===== config.mk =====
export PLATFORM = sky130hd
export DESIGN_NAME = mips_multicycle_controller_flat
export DESIGN_NICKNAME = d
export VERILOG_FILES = /design/src/rtl/mips_multicycle_controller_if.sv /design/src/rtl/mips_multicycle_controller.sv /design/src/flat_wrapper.sv
export SDC_FILE = /design/constraint.sdc
export NUM_CORES = 1
export LEC_CHECK = 0
export ABC_AREA = 1
export CAP_MARGIN = 5
export CORE_MARGIN = 3
export CORE_UTILIZATION = 46
export DETAILED_ROUTE_END_ITERATION = 8
export GPL_ROUTABILITY_DRIVEN = 1
export PLACE_DENSITY = 0.95
export REMOVE_ABC_BUFFERS = 1
export SLEW_MARGIN = 15
export SYNTH_ARGS = -nofsm -noshare
export SYNTH_HDL_FRONTEND = slang
export SYNTH_SLANG_ARGS = --single-unit

===== constraint.sdc =====
create_clock -name clk -period 3.5 [get_ports clk]
set_input_delay 0.525 -clock clk [delete_from_list [all_inputs] [get_ports clk]]
set_output_delay 0.525 -clock clk [all_outputs]
set_load 0.01 [all_outputs]

===== src/rtl/mips_multicycle_controller_if.sv =====
// Memory-port handshake between the multicycle controller (master) and the memory system (slave).
interface mips_multicycle_controller_if;
  logic mem_read;
  logic mem_write;
  logic i_or_d;
  logic mem_waitrequest;

  modport master (output mem_read, output mem_write, output i_or_d, input mem_waitrequest);
  modport slave  (input mem_read, input mem_write, input i_or_d, output mem_waitrequest);
endinterface


===== src/rtl/mips_multicycle_controller.sv =====
// Multi-cycle MIPS control FSM with wait-request memory handshake, timeout fault and PC-0 halt.
// Optional feature macro MULDIV_STALL_EN: start/busy handshake with an iterative mult/div unit.
module mips_multicycle_controller #(
  parameter int MEM_TIMEOUT = 255,
  parameter int TIMEOUT_W   = 8
) (
  input  logic        clk,
  input  logic        reset,
  mips_multicycle_controller_if.master mem,
  input  logic [31:0] instruction,
  input  logic        pc_zero,
  input  logic        alu_zero,
  input  logic        rs_sign,
  input  logic        rs_zero,
`ifdef MULDIV_STALL_EN
  input  logic        muldiv_busy,
  output logic        muldiv_start,
`endif
  output logic        ir_write,
  output logic        pc_write,
  output logic [1:0]  pc_source,
  output logic        register_write,
  output logic        memory_to_register,
  output logic        hi_lo_register_write,
  output logic [1:0]  register_destination,
  output logic        ALU_src_A,
  output logic [1:0]  ALU_src_B,
  output logic [5:0]  ALU_function,
  output logic        active,
  output logic        fault
);

  typedef enum logic [2:0] {
    ST_FETCH     = 3'd0,
    ST_DECODE    = 3'd1,
    ST_EXECUTE   = 3'd2,
    ST_MEMORY    = 3'd3,
    ST_WRITEBACK = 3'd4,
    ST_HALT      = 3'd5,
    ST_FAULT     = 3'd6
  } state_t;

  localparam bit                   L_TIMEOUT_EN = (MEM_TIMEOUT != 0);
  localparam logic [TIMEOUT_W-1:0] L_WAIT_LAST  = TIMEOUT_W'((MEM_TIMEOUT == 0) ? 0 : MEM_TIMEOUT - 1);

  state_t               r_state;
  logic [TIMEOUT_W-1:0] r_wait_cnt;

  logic [5:0] w_opcode;
  logic [5:0] w_funct;
  logic [4:0] w_rt;
  logic       w_unused;
  logic       w_is_rtype, w_is_jr, w_is_muldiv, w_is_mfhilo, w_is_branch;
  logic       w_is_j, w_is_jal, w_is_load, w_is_store, w_legal, w_br_cond;
  logic [5:0] w_alu_func;
  logic [1:0] w_alu_src_b;
  logic       w_timeout;
  state_t     w_ex_next;
  logic       w_mem_read, w_mem_write, w_i_or_d;

  assign w_opcode  = instruction[31:26];
  assign w_funct   = instruction[5:0];
  assign w_rt      = instruction[20:16];
  assign w_unused  = ^{instruction[25:21], instruction[15:6]};
  assign w_timeout = L_TIMEOUT_EN && (r_wait_cnt == L_WAIT_LAST);

`ifdef MULDIV_STALL_EN
  logic r_ex_hold;
  logic w_ex_stall;
  assign w_ex_stall = (w_is_muldiv | w_is_mfhilo) & muldiv_busy;
`endif

  assign mem.mem_read  = w_mem_read;
  assign mem.mem_write = w_mem_write;
  assign mem.i_or_d    = w_i_or_d;

  // Instruction classification, legality, branch condition and execute-stage ALU setup.
  always_comb begin
    w_is_rtype  = 1'b0;
    w_is_jr     = 1'b0;
    w_is_muldiv = 1'b0;
    w_is_mfhilo = 1'b0;
    w_is_branch = 1'b0;
    w_is_j      = 1'b0;
    w_is_jal    = 1'b0;
    w_is_load   = 1'b0;
    w_is_store  = 1'b0;
    w_legal     = 1'b0;
    w_br_cond   = 1'b0;
    w_alu_func  = 6'd0;
    w_alu_src_b = 2'd0;
    case (w_opcode)
      6'h00: begin
        w_is_rtype = 1'b1;
        w_alu_func = w_funct;
        case (w_funct)
          6'h00, 6'h02, 6'h03, 6'h04, 6'h06, 6'h07,
          6'h21, 6'h23, 6'h24, 6'h25, 6'h26, 6'h2A, 6'h2B: w_legal = 1'b1;
          6'h08: begin w_legal = 1'b1; w_is_jr = 1'b1; end
          6'h10, 6'h12: begin w_legal = 1'b1; w_is_mfhilo = 1'b1; end
          6'h18, 6'h19, 6'h1A, 6'h1B: begin w_legal = 1'b1; w_is_muldiv = 1'b1; end
          default: w_legal = 1'b0;
        endcase
      end
      // REGIMM: only BLTZ/BGEZ; the linking forms are not supported
      6'h01: begin
        w_is_branch = 1'b1;
        case (w_rt)
          5'h00: begin w_legal = 1'b1; w_br_cond = rs_sign; end
          5'h01: begin w_legal = 1'b1; w_br_cond = ~rs_sign; end
          default: w_legal = 1'b0;
        endcase
      end
      6'h02: begin w_legal = 1'b1; w_is_j = 1'b1; end
      6'h03: begin w_legal = 1'b1; w_is_jal = 1'b1; end
      6'h04: begin w_legal = 1'b1; w_is_branch = 1'b1; w_alu_func = 6'b100011; w_br_cond = alu_zero; end
      6'h05: begin w_legal = 1'b1; w_is_branch = 1'b1; w_alu_func = 6'b100011; w_br_cond = ~alu_zero; end
      6'h06: begin w_legal = 1'b1; w_is_branch = 1'b1; w_br_cond = rs_sign | rs_zero; end
      6'h07: begin w_legal = 1'b1; w_is_branch = 1'b1; w_br_cond = ~rs_sign & ~rs_zero; end
      6'h09: begin w_legal = 1'b1; w_alu_func = 6'b100001; w_alu_src_b = 2'd1; end
      6'h0A: begin w_legal = 1'b1; w_alu_func = 6'b101010; w_alu_src_b = 2'd1; end
      6'h0B: begin w_legal = 1'b1; w_alu_func = 6'b101011; w_alu_src_b = 2'd1; end
      6'h0C: begin w_legal = 1'b1; w_alu_func = 6'b100100; w_alu_src_b = 2'd2; end
      6'h0D: begin w_legal = 1'b1; w_alu_func = 6'b100101; w_alu_src_b = 2'd2; end
      6'h0E: begin w_legal = 1'b1; w_alu_func = 6'b100110; w_alu_src_b = 2'd2; end
      6'h0F: begin w_legal = 1'b1; w_alu_func = 6'b111111; w_alu_src_b = 2'd1; end
      6'h20, 6'h21, 6'h23, 6'h24, 6'h25: begin
        w_legal = 1'b1; w_is_load = 1'b1; w_alu_func = 6'b100001; w_alu_src_b = 2'd1;
      end
      6'h28, 6'h29, 6'h2B: begin
        w_legal = 1'b1; w_is_store = 1'b1; w_alu_func = 6'b100001; w_alu_src_b = 2'd1;
      end
      default: w_legal = 1'b0;
    endcase
  end

  // Successor of EXECUTE once any mult/div stall has cleared.
  always_comb begin
    if (w_is_load | w_is_store) begin
      w_ex_next = ST_MEMORY;
    end else if (w_is_branch | w_is_j | w_is_jr | w_is_muldiv) begin
      w_ex_next = ST_FETCH;
    end else begin
      w_ex_next = ST_WRITEBACK;
    end
  end

  // Control FSM: state register plus the consecutive wait-request counter.
  always_ff @(posedge clk) begin
    if (reset) begin
      r_state    <= ST_FETCH;
      r_wait_cnt <= '0;
`ifdef MULDIV_STALL_EN
      r_ex_hold  <= 1'b0;
`endif
    end else begin
      case (r_state)
        ST_FETCH: begin
          if (pc_zero) begin
            r_state    <= ST_HALT;
            r_wait_cnt <= '0;
          end else if (mem.mem_waitrequest) begin
            if (w_timeout) r_state <= ST_FAULT;
            else           r_wait_cnt <= r_wait_cnt + TIMEOUT_W'(1);
          end else begin
            r_state    <= ST_DECODE;
            r_wait_cnt <= '0;
          end
        end
        ST_DECODE: begin
          r_wait_cnt <= '0;
          r_state    <= w_legal ? ST_EXECUTE : ST_FAULT;
        end
        ST_EXECUTE: begin
          r_wait_cnt <= '0;
`ifdef MULDIV_STALL_EN
          if (w_ex_stall) begin
            r_ex_hold <= 1'b1;
          end else begin
            r_ex_hold <= 1'b0;
            r_state   <= w_ex_next;
          end
`else
          r_state <= w_ex_next;
`endif
        end
        ST_MEMORY: begin
          if (mem.mem_waitrequest) begin
            if (w_timeout) r_state <= ST_FAULT;
            else           r_wait_cnt <= r_wait_cnt + TIMEOUT_W'(1);
          end else begin
            r_state    <= w_is_load ? ST_WRITEBACK : ST_FETCH;
            r_wait_cnt <= '0;
          end
        end
        ST_WRITEBACK: begin
          r_wait_cnt <= '0;
          r_state    <= ST_FETCH;
        end
        ST_HALT:  r_state <= ST_HALT;
        ST_FAULT: r_state <= ST_FAULT;
        default:  r_state <= ST_FAULT;
      endcase
    end
  end

  // Per-state datapath strobes; reset forces every output low regardless of state.
  always_comb begin
    w_mem_read           = 1'b0;
    w_mem_write          = 1'b0;
    w_i_or_d             = 1'b0;
    ir_write             = 1'b0;
    pc_write             = 1'b0;
    pc_source            = 2'd0;
    register_write       = 1'b0;
    memory_to_register   = 1'b0;
    hi_lo_register_write = 1'b0;
    register_destination = 2'd0;
    ALU_src_A            = 1'b0;
    ALU_src_B            = 2'd0;
    ALU_function         = 6'd0;
    active               = 1'b0;
    fault                = 1'b0;
`ifdef MULDIV_STALL_EN
    muldiv_start         = 1'b0;
`endif
    if (reset) begin
      active = 1'b0;
    end else begin
      case (r_state)
        ST_FETCH: begin
          active = 1'b1;
          if (pc_zero) begin
            w_mem_read = 1'b0;
          end else begin
            w_mem_read = 1'b1;
            ir_write   = ~mem.mem_waitrequest;
            pc_write   = ~mem.mem_waitrequest;
          end
        end
        ST_DECODE: begin
          active    = 1'b1;
          ALU_src_B = 2'd1;
        end
        ST_EXECUTE: begin
          active       = 1'b1;
          ALU_src_A    = ~w_is_jal;
          ALU_src_B    = w_alu_src_b;
          ALU_function = w_alu_func;
          if (w_is_branch) begin
            pc_write  = w_br_cond;
            pc_source = 2'd1;
          end else if (w_is_j | w_is_jal) begin
            pc_write  = 1'b1;
            pc_source = 2'd2;
          end else if (w_is_jr) begin
            pc_write  = 1'b1;
            pc_source = 2'd3;
          end else if (w_is_muldiv) begin
`ifdef MULDIV_STALL_EN
            hi_lo_register_write = ~muldiv_busy;
            muldiv_start         = ~r_ex_hold;
`else
            hi_lo_register_write = 1'b1;
`endif
          end else begin
            pc_write = 1'b0;
          end
        end
        ST_MEMORY: begin
          active      = 1'b1;
          w_i_or_d    = 1'b1;
          w_mem_read  = w_is_load;
          w_mem_write = w_is_store;
        end
        ST_WRITEBACK: begin
          active             = 1'b1;
          register_write     = 1'b1;
          memory_to_register = w_is_load;
          if (w_is_rtype)    register_destination = 2'd1;
          else if (w_is_jal) register_destination = 2'd2;
          else               register_destination = 2'd0;
        end
        ST_HALT:  active = 1'b0;
        ST_FAULT: fault  = 1'b1;
        default:  fault  = 1'b1;
      endcase
    end
  end

endmodule


===== src/flat_wrapper.sv =====
// flat-port wrapper written by rule: the top's interface ports become plain ports
module mips_multicycle_controller_flat 
#(
  parameter int MEM_TIMEOUT = 255,
  parameter int TIMEOUT_W   = 8
)
  (clk, reset, instruction, pc_zero, alu_zero, rs_sign, rs_zero, ir_write, pc_write, pc_source, register_write, memory_to_register, hi_lo_register_write, register_destination, ALU_src_A, ALU_src_B, ALU_function, active, fault, mem_mem_read, mem_mem_write, mem_i_or_d, mem_mem_waitrequest);
  mips_multicycle_controller_if mem_i ();
  input  logic clk;
  input  logic reset;
  input  logic [31:0] instruction;
  input  logic pc_zero;
  input  logic alu_zero;
  input  logic rs_sign;
  input  logic rs_zero;
  output logic ir_write;
  output logic pc_write;
  output logic [1:0] pc_source;
  output logic register_write;
  output logic memory_to_register;
  output logic hi_lo_register_write;
  output logic [1:0] register_destination;
  output logic ALU_src_A;
  output logic [1:0] ALU_src_B;
  output logic [5:0] ALU_function;
  output logic active;
  output logic fault;
  output wire logic [$bits(mem_i.mem_read)-1:0] mem_mem_read;
  output wire logic [$bits(mem_i.mem_write)-1:0] mem_mem_write;
  output wire logic [$bits(mem_i.i_or_d)-1:0] mem_i_or_d;
  input wire logic [$bits(mem_i.mem_waitrequest)-1:0] mem_mem_waitrequest;
  assign mem_mem_read = mem_i.mem_read;
  assign mem_mem_write = mem_i.mem_write;
  assign mem_i_or_d = mem_i.i_or_d;
  assign mem_i.mem_waitrequest = mem_mem_waitrequest;
  mips_multicycle_controller #(.MEM_TIMEOUT(MEM_TIMEOUT), .TIMEOUT_W(TIMEOUT_W)) u_core (.clk(clk), .reset(reset), .mem(mem_i), .instruction(instruction), .pc_zero(pc_zero), .alu_zero(alu_zero), .rs_sign(rs_sign), .rs_zero(rs_zero), .ir_write(ir_write), .pc_write(pc_write), .pc_source(pc_source), .register_write(register_write), .memory_to_register(memory_to_register), .hi_lo_register_write(hi_lo_register_write), .register_destination(register_destination), .ALU_src_A(ALU_src_A), .ALU_src_B(ALU_src_B), .ALU_function(ALU_function), .active(active), .fault(fault));
endmodule

After elaboration in Yosys (flattened, before gate mapping):

Index checks and enable logic that the tools add are counted.

* add/sub/neg operators: 1
* $mul: 0
* divide/modulo/power cells: 0
* order comparisons: 0
* eq/ne operators: 48
* shift-type cells: 0
* multiplexer cells: 74
* bitwise logic cells: 12
* reductions and logical operators: 19

Operators by type and width (number)
* == test 6 bit, second input constant: 15
* one-hot mux 6 bit (9 select lines): 1
* == test 6 x 4 -> 1 bit, second input constant: 8
* == test 6 x 3 -> 1 bit, second input constant: 7
* 2-to-1 mux 1 bit: 41
* == test 6 x 5 -> 1 bit, second input constant: 6
* == test 6 x 2 -> 1 bit, second input constant: 4
* 2-to-1 mux 3 bit: 8
* 2-to-1 mux 8 bit: 3
* one-hot mux 8 bit (3 select lines): 1
* OR reduction 21 bit: 1
* 2-to-1 mux 2 bit: 10
* OR reduction 20 bit: 1
* one-hot mux 3 bit (6 select lines): 1
* OR reduction 5 bit: 3
* logical NOT 6 bit: 2
* 2-to-1 mux 6 bit: 2
* OR reduction 12 bit: 1
* OR reduction 3 bit: 3
* OR reduction 9 bit: 1
* adder 8 x 1 -> 8 bit, second input constant: 1
* == test 8 bit, second input constant: 1
* one-hot mux 2 bit (2 select lines): 2
* == test 3 x 2 -> 1 bit, second input constant: 2
* other kinds (16): 29

* register bits: 11
* latch bits: 0
* bits in writable memories: 0
* memory bits (read-only): 0
* input port bits: 39
* output and inout bits: 23
* word-level logic and storage cells: 156
* memories: 0

Longest topological paths before layout:

Gate-level depths: netlist (run 1).

* depth after elaboration: 10
* gate-level depth with buffers: 12

Worst setup path after synthesis (run 1):

Ideal clock, no wire load.

* path kind: input to output
* start point: in instruction[27]
* end point: out pc_write
* data arrival time: 1.427 ns
* setup slack: 1.548 ns
* stages: 10
* path buffers: 1
* path through: buf_2 > nor2_1 > nand3_2 > nor2_1 > nor2_1 > nand2_1 > nand2_1 > clkinv_1 > nand2_1 > a21oi_2

* cells in the longest elaborated chain, start to end: 7
* elaborated cells on any way between the ends: 20

RTL lines
* start: declaration: RTL line flat_wrapper.sv:11 `input logic [31:0] instruction;`
* == test 6 x 2 -> 1 bit / logical NOT 6 bit (equally long branches): RTL line mips_multicycle_controller.sv:92 `case (w_opcode)`
* 2-to-1 mux 1 bit: RTL line mips_multicycle_controller.sv:92
* OR 1 bit / 2-to-1 mux 1 bit (equally long branches): RTL line mips_multicycle_controller.sv:253, mips_multicycle_controller.sv:256
* 2-to-1 mux 1 bit: RTL line mips_multicycle_controller.sv:253 `end else if (w_is_j | w_is_jal) begin`
* 2-to-1 mux 1 bit (*): RTL line mips_multicycle_controller.sv:250 `if (w_is_branch) begin`
* one-hot mux 1 bit (2 select lines) (*): RTL line mips_multicycle_controller.sv:230 `case (r_state)`
* 2-to-1 mux 1 bit (*): RTL line mips_multicycle_controller.sv:227 `if (reset) begin`
* end: declaration: RTL line flat_wrapper.sv:17 `output logic pc_write;`

Every way passes the cells marked *; elsewhere a longest branch is shown, timed or not.

Final worst setup path (run 1):

* start point: in instruction[27]
* end point: out ALU_src_B[0]

* cells in the longest elaborated chain, start to end: 5
* elaborated cells on any way between the ends: 20

RTL lines
* == test 6 x 4 -> 1 bit / == test 6 bit (equally long branches): RTL line mips_multicycle_controller.sv:92
* OR reduction 12 bit (no source line) / OR reduction 3 bit (equally long branches)
* one-hot mux 2 bit (2 select lines) (*): RTL line mips_multicycle_controller.sv:92
* one-hot mux 2 bit (2 select lines) (*): RTL line mips_multicycle_controller.sv:230
* 2-to-1 mux 2 bit (*): RTL line mips_multicycle_controller.sv:227
* end: declaration: RTL line flat_wrapper.sv:24 `output logic [1:0] ALU_src_B;`

Marks and branches as above.

==> reports/qor.tcl, run 1 <==
set qor(outcome) {complete, no violations}
set qor(insertion_delay_ns) 0.27
set qor(routed_wirelength_um) 3930
set qor(placement.io_buffers) 46
set qor(dr.pass1.iters) 4
set qor(via_per_inst) 5.22
set qor(dpl_worst_slack_ns) 0.410
set qor(detail_route.drc_violations) 0
set qor(crit_end) {ALU_src_B[0]}
set qor(crit_type) {primary input to primary output}
set qor(ys_seq_elements) 11
set qor(die-width_um) 61.6
set qor(use_met2_pct) 36.8
set qor(drive_gt1_share_pct) 9.78
set qor(placed_cells) 344
set qor(design_power_total_mw) 0.616
set qor(slew_violations) 0
set qor(chipHeight_um) 61.6
set qor(post_drt_wl_per_cell_um) 11.3
set qor(relSlewSlack_pct) 81.4
set qor(finalCoreUtilization_pct) 68.1
set qor(global_route.usage.met3_pct) 3.35
set qor(type_of_element_capturing_the_critical_path) {primary output}
set qor(setup_total_negative_slack_ns) 0
set qor(gr-max-usage-layer) {met2}
set qor(maxCapViolCount) 0
set qor(critPathArrivalTime_ns) 2.57
set qor(reg2reg_setup_slack_ns) 2.02
set qor(start_util_pct) 49.8
set qor(fillCellCount) 257
set qor(setup_repair_after_global_routing_missed_its_margin) {no}
set qor(postPlaceCellArea_um2) 1920
set qor(cts_hold_buffers) 0
set qor(critical_path.max_fanout) 8
set qor(pin_count_of_the_biggest_net_entering_global_routing) 15
set qor(hpwl_um) 3210
set qor(layout.cells.most_common) {sky130_fd_sc_hd__nand2_1}
set qor(insertedDiodeCount) 0
set qor(numCtsBuffers) 3
set qor(tritoncts) {yes}
set qor(grt-ovfl-total) 0
set qor(p_per_area_nw_per_um2) 317
set qor(post_synth_num_cell_types) 29
set qor(synth_sequential_area_ratio_pct) 15.5
set qor(regToRegEndpoint) {u_core.r_state[2]}
set qor(timing.final.hold_violations) 0
set qor(grt_pass1_wl_um) 6240
set qor(whs_path_depth) 2
set qor(final_cells) 348
set qor(dieArea_um2) 3790
set qor(ant_nets) 0
set qor(avgSynthCellArea_um2) 5.28
set qor(clk_pin_slew_ns) 0.07
set qor(reg2reg_depth) 12
set qor(post-route-period-util_pct) 88.3
set qor(tightestPinTransition_ns) 0.278
set qor(nature_of_the_critical_path_startpoint) {primary input}
set qor(postSynthCellCount) 269
set qor(cts.repair_timing.setup_buffer_count) 0
set qor(io_count) 62
set qor(finalInstanceArea_um2) 1940
set qor(cts_root_buf) {sky130_fd_sc_hd__clkbuf_4}
set qor(critical_path.startpoint) {instruction[27]}
set qor(min_period_ns) 3.09
set qor(post-route-worst-setup-slack_ns) 0.409
set qor(drt_iter0_markers) 139
set qor(place.gp.congestion) 0.964
set qor(crit_required_ns) 2.97
set qor(ir_worst_vdd_v) 0.000224
set qor(route.vias.total) 1816
set qor(area_growth_syn_to_layout_pct) 36.6
set qor(r2r-start) {u_core.r_wait_cnt[0]}
set qor(grt_use_total_pct) 21.0
set qor(clk_path_buf_depth) 2
set qor(antenna_found_initial) 0
set qor(placement_row_count) 19
set qor(power.static_leakage_nw) 0.848
set qor(final.hold.worst_slack_ns) 0.504
set qor(core-area_um2) 2850
set qor(hold_class) {flop to flop}
set qor(finalSetupViolCount) 0
set qor(cts_h_tree_depth) 1
set qor(num-nets-final) 359
set qor(clock_skew_ns) 0.00385
set qor(cts_num_sinks) 11
set qor(synthesis.yosys.warnings) 0
set qor(layout.cells.most_common_list) {sky130_fd_sc_hd__nand2_1 (66), sky130_fd_sc_hd__nor2_1 (55), sky130_fd_sc_hd__clkdlybuf4s50_1 (46), sky130_fd_sc_hd__inv_1 (31), sky130_fd_sc_hd__nand3_1 (23)}
set qor(ctsResizeCount) 0
set qor(via_count_of_the_first_global_routing_pass) 1488
set qor(groute.layer.met1.usage_pct) 28.3
set qor(max_freq_mhz) 324
set qor(synth.cell_area_um2) 1420
==> flip-flops by register name, indices dropped and copies added (netlist names) <==
| register | flops |
|---|---|
| u_core.r_wait_cnt | 8 |
| u_core.r_state | 3 |
==> Yosys cell counts <==
library cell | instances | share of area, %
sky130_fd_sc_hd__a41oi_1 | 1 | 0.62
sky130_fd_sc_hd__nand4_1 | 1 | 0.44
sky130_fd_sc_hd__nor3_2 | 1 | 0.70
sky130_fd_sc_hd__xnor2_1 | 3 | 1.8
sky130_fd_sc_hd__nand3_1 | 23 | 8.1
sky130_fd_sc_hd__a21oi_1 | 21 | 7.4
sky130_fd_sc_hd__or2_2 | 2 | 0.88
sky130_fd_sc_hd__clkinv_1 | 1 | 0.26
sky130_fd_sc_hd__nor3_1 | 7 | 2.5
sky130_fd_sc_hd__inv_1 | 31 | 8.2
sky130_fd_sc_hd__nand2_1 | 66 | 17
sky130_fd_sc_hd__nor4_1 | 1 | 0.44
sky130_fd_sc_hd__nor2_4 | 4 | 3.2
sky130_fd_sc_hd__o21ai_0 | 8 | 2.8
sky130_fd_sc_hd__dfxtp_1 | 11 | 15
sky130_fd_sc_hd__buf_2 | 1 | 0.35
sky130_fd_sc_hd__nand2_2 | 4 | 1.8
sky130_fd_sc_hd__o21ai_2 | 1 | 0.62
sky130_fd_sc_hd__nor2_1 | 55 | 15
sky130_fd_sc_hd__clkbuf_1 | 2 | 0.53
sky130_fd_sc_hd__xor2_1 | 1 | 0.62
sky130_fd_sc_hd__o211ai_1 | 3 | 1.6
sky130_fd_sc_hd__a21oi_2 | 2 | 1.2
sky130_fd_sc_hd__inv_2 | 6 | 1.6
sky130_fd_sc_hd__ha_1 | 2 | 1.8
sky130_fd_sc_hd__nor2_2 | 5 | 2.2
sky130_fd_sc_hd__nand3b_1 | 1 | 0.53
sky130_fd_sc_hd__nand3_2 | 2 | 1.4
sky130_fd_sc_hd__o21ai_1 | 3 | 1.1
==> layout make-up <==
cell class | count | area (um2) | area share (%)
Sequential cell | 11 | 220 | 11.3
Inverter | 38 | 143 | 7.35
Tap cell | 31 | 38.8 | 2.00
Timing Repair Buffer | 47 | 468 | 24.1
Multi-Input combinational cell | 217 | 1050 | 53.9
Clock buffer | 4 | 26.3 | 1.35
==> worst max-delay path, cell delays in order <==
cell	delay, ns
sky130_fd_sc_hd__clkdlybuf4s50_1	0.63
sky130_fd_sc_hd__nand2_1	0.19
sky130_fd_sc_hd__nor3_2	0.27
sky130_fd_sc_hd__inv_1	0.10
sky130_fd_sc_hd__nand3_1	0.09
sky130_fd_sc_hd__nand2_1	0.05
sky130_fd_sc_hd__a21oi_1	0.15
sky130_fd_sc_hd__clkdlybuf4s50_1	0.56
==> where the power goes <==
| group | internal [mW] | total [mW] | switching (mW) |
|---|---|---|---|
| Clock | 0.0442 | 0.0880 | 0.0438 |
| Combinational | 0.142 | 0.360 | 0.218 |
| Sequential | 0.144 | 0.168 | 0.0239 |
| Total | 0.330 | 0.616 | 0.285 |
==> worst min-delay path by stage <==
stage                      endpoint            startpoint  slack (ns)
6_report       u_core.r_wait_cnt[4]  u_core.r_wait_cnt[4]        0.50
5_1_grt        u_core.r_wait_cnt[6]  u_core.r_wait_cnt[6]        0.53
4_1_cts        u_core.r_wait_cnt[6]  u_core.r_wait_cnt[6]        0.51
3_5_place_dp   u_core.r_wait_cnt[4]  u_core.r_wait_cnt[4]        0.49
3_3_place_gp   u_core.r_wait_cnt[4]  u_core.r_wait_cnt[4]        0.48
2_1_floorplan  u_core.r_wait_cnt[4]  u_core.r_wait_cnt[4]        0.46
==> layer usage <==
metal	wire length, um	part of all wire [%]	vias to the layer above
met5	0	0	-
met4	16	0.41	0
met3	220	5.6	2
met2	1880	48	53
met1	1820	46	799
li1	-	-	962
==> cell families (layout without fill, tap and decap cells) <==
logic type,after synthesis,in the layout,share of synthesized area [%]
buf+inv,41,89,10.9
xor+xnor,4,4,2.47
compound gates,39,39,15.3
fa+ha+maj,2,2,1.76
flops,11,11,15.5
simple gates,172,172,54.0
(Power assumes the default switching activity.)
==> inputs of run 2 (changes only) <==
--- a/config.mk
+++ b/config.mk
@@ -9,6 +9,7 @@
 export CAP_MARGIN = 5
 export CORE_MARGIN = 3
 export CORE_UTILIZATION = 46
+export CTS_CLUSTER_SIZE = 10
 export DETAILED_ROUTE_END_ITERATION = 8
 export GPL_ROUTABILITY_DRIVEN = 1
 export PLACE_DENSITY = 0.95
==> results of run 2 <==
The final DEF is identical to that of run 1; final timing and power are the same.
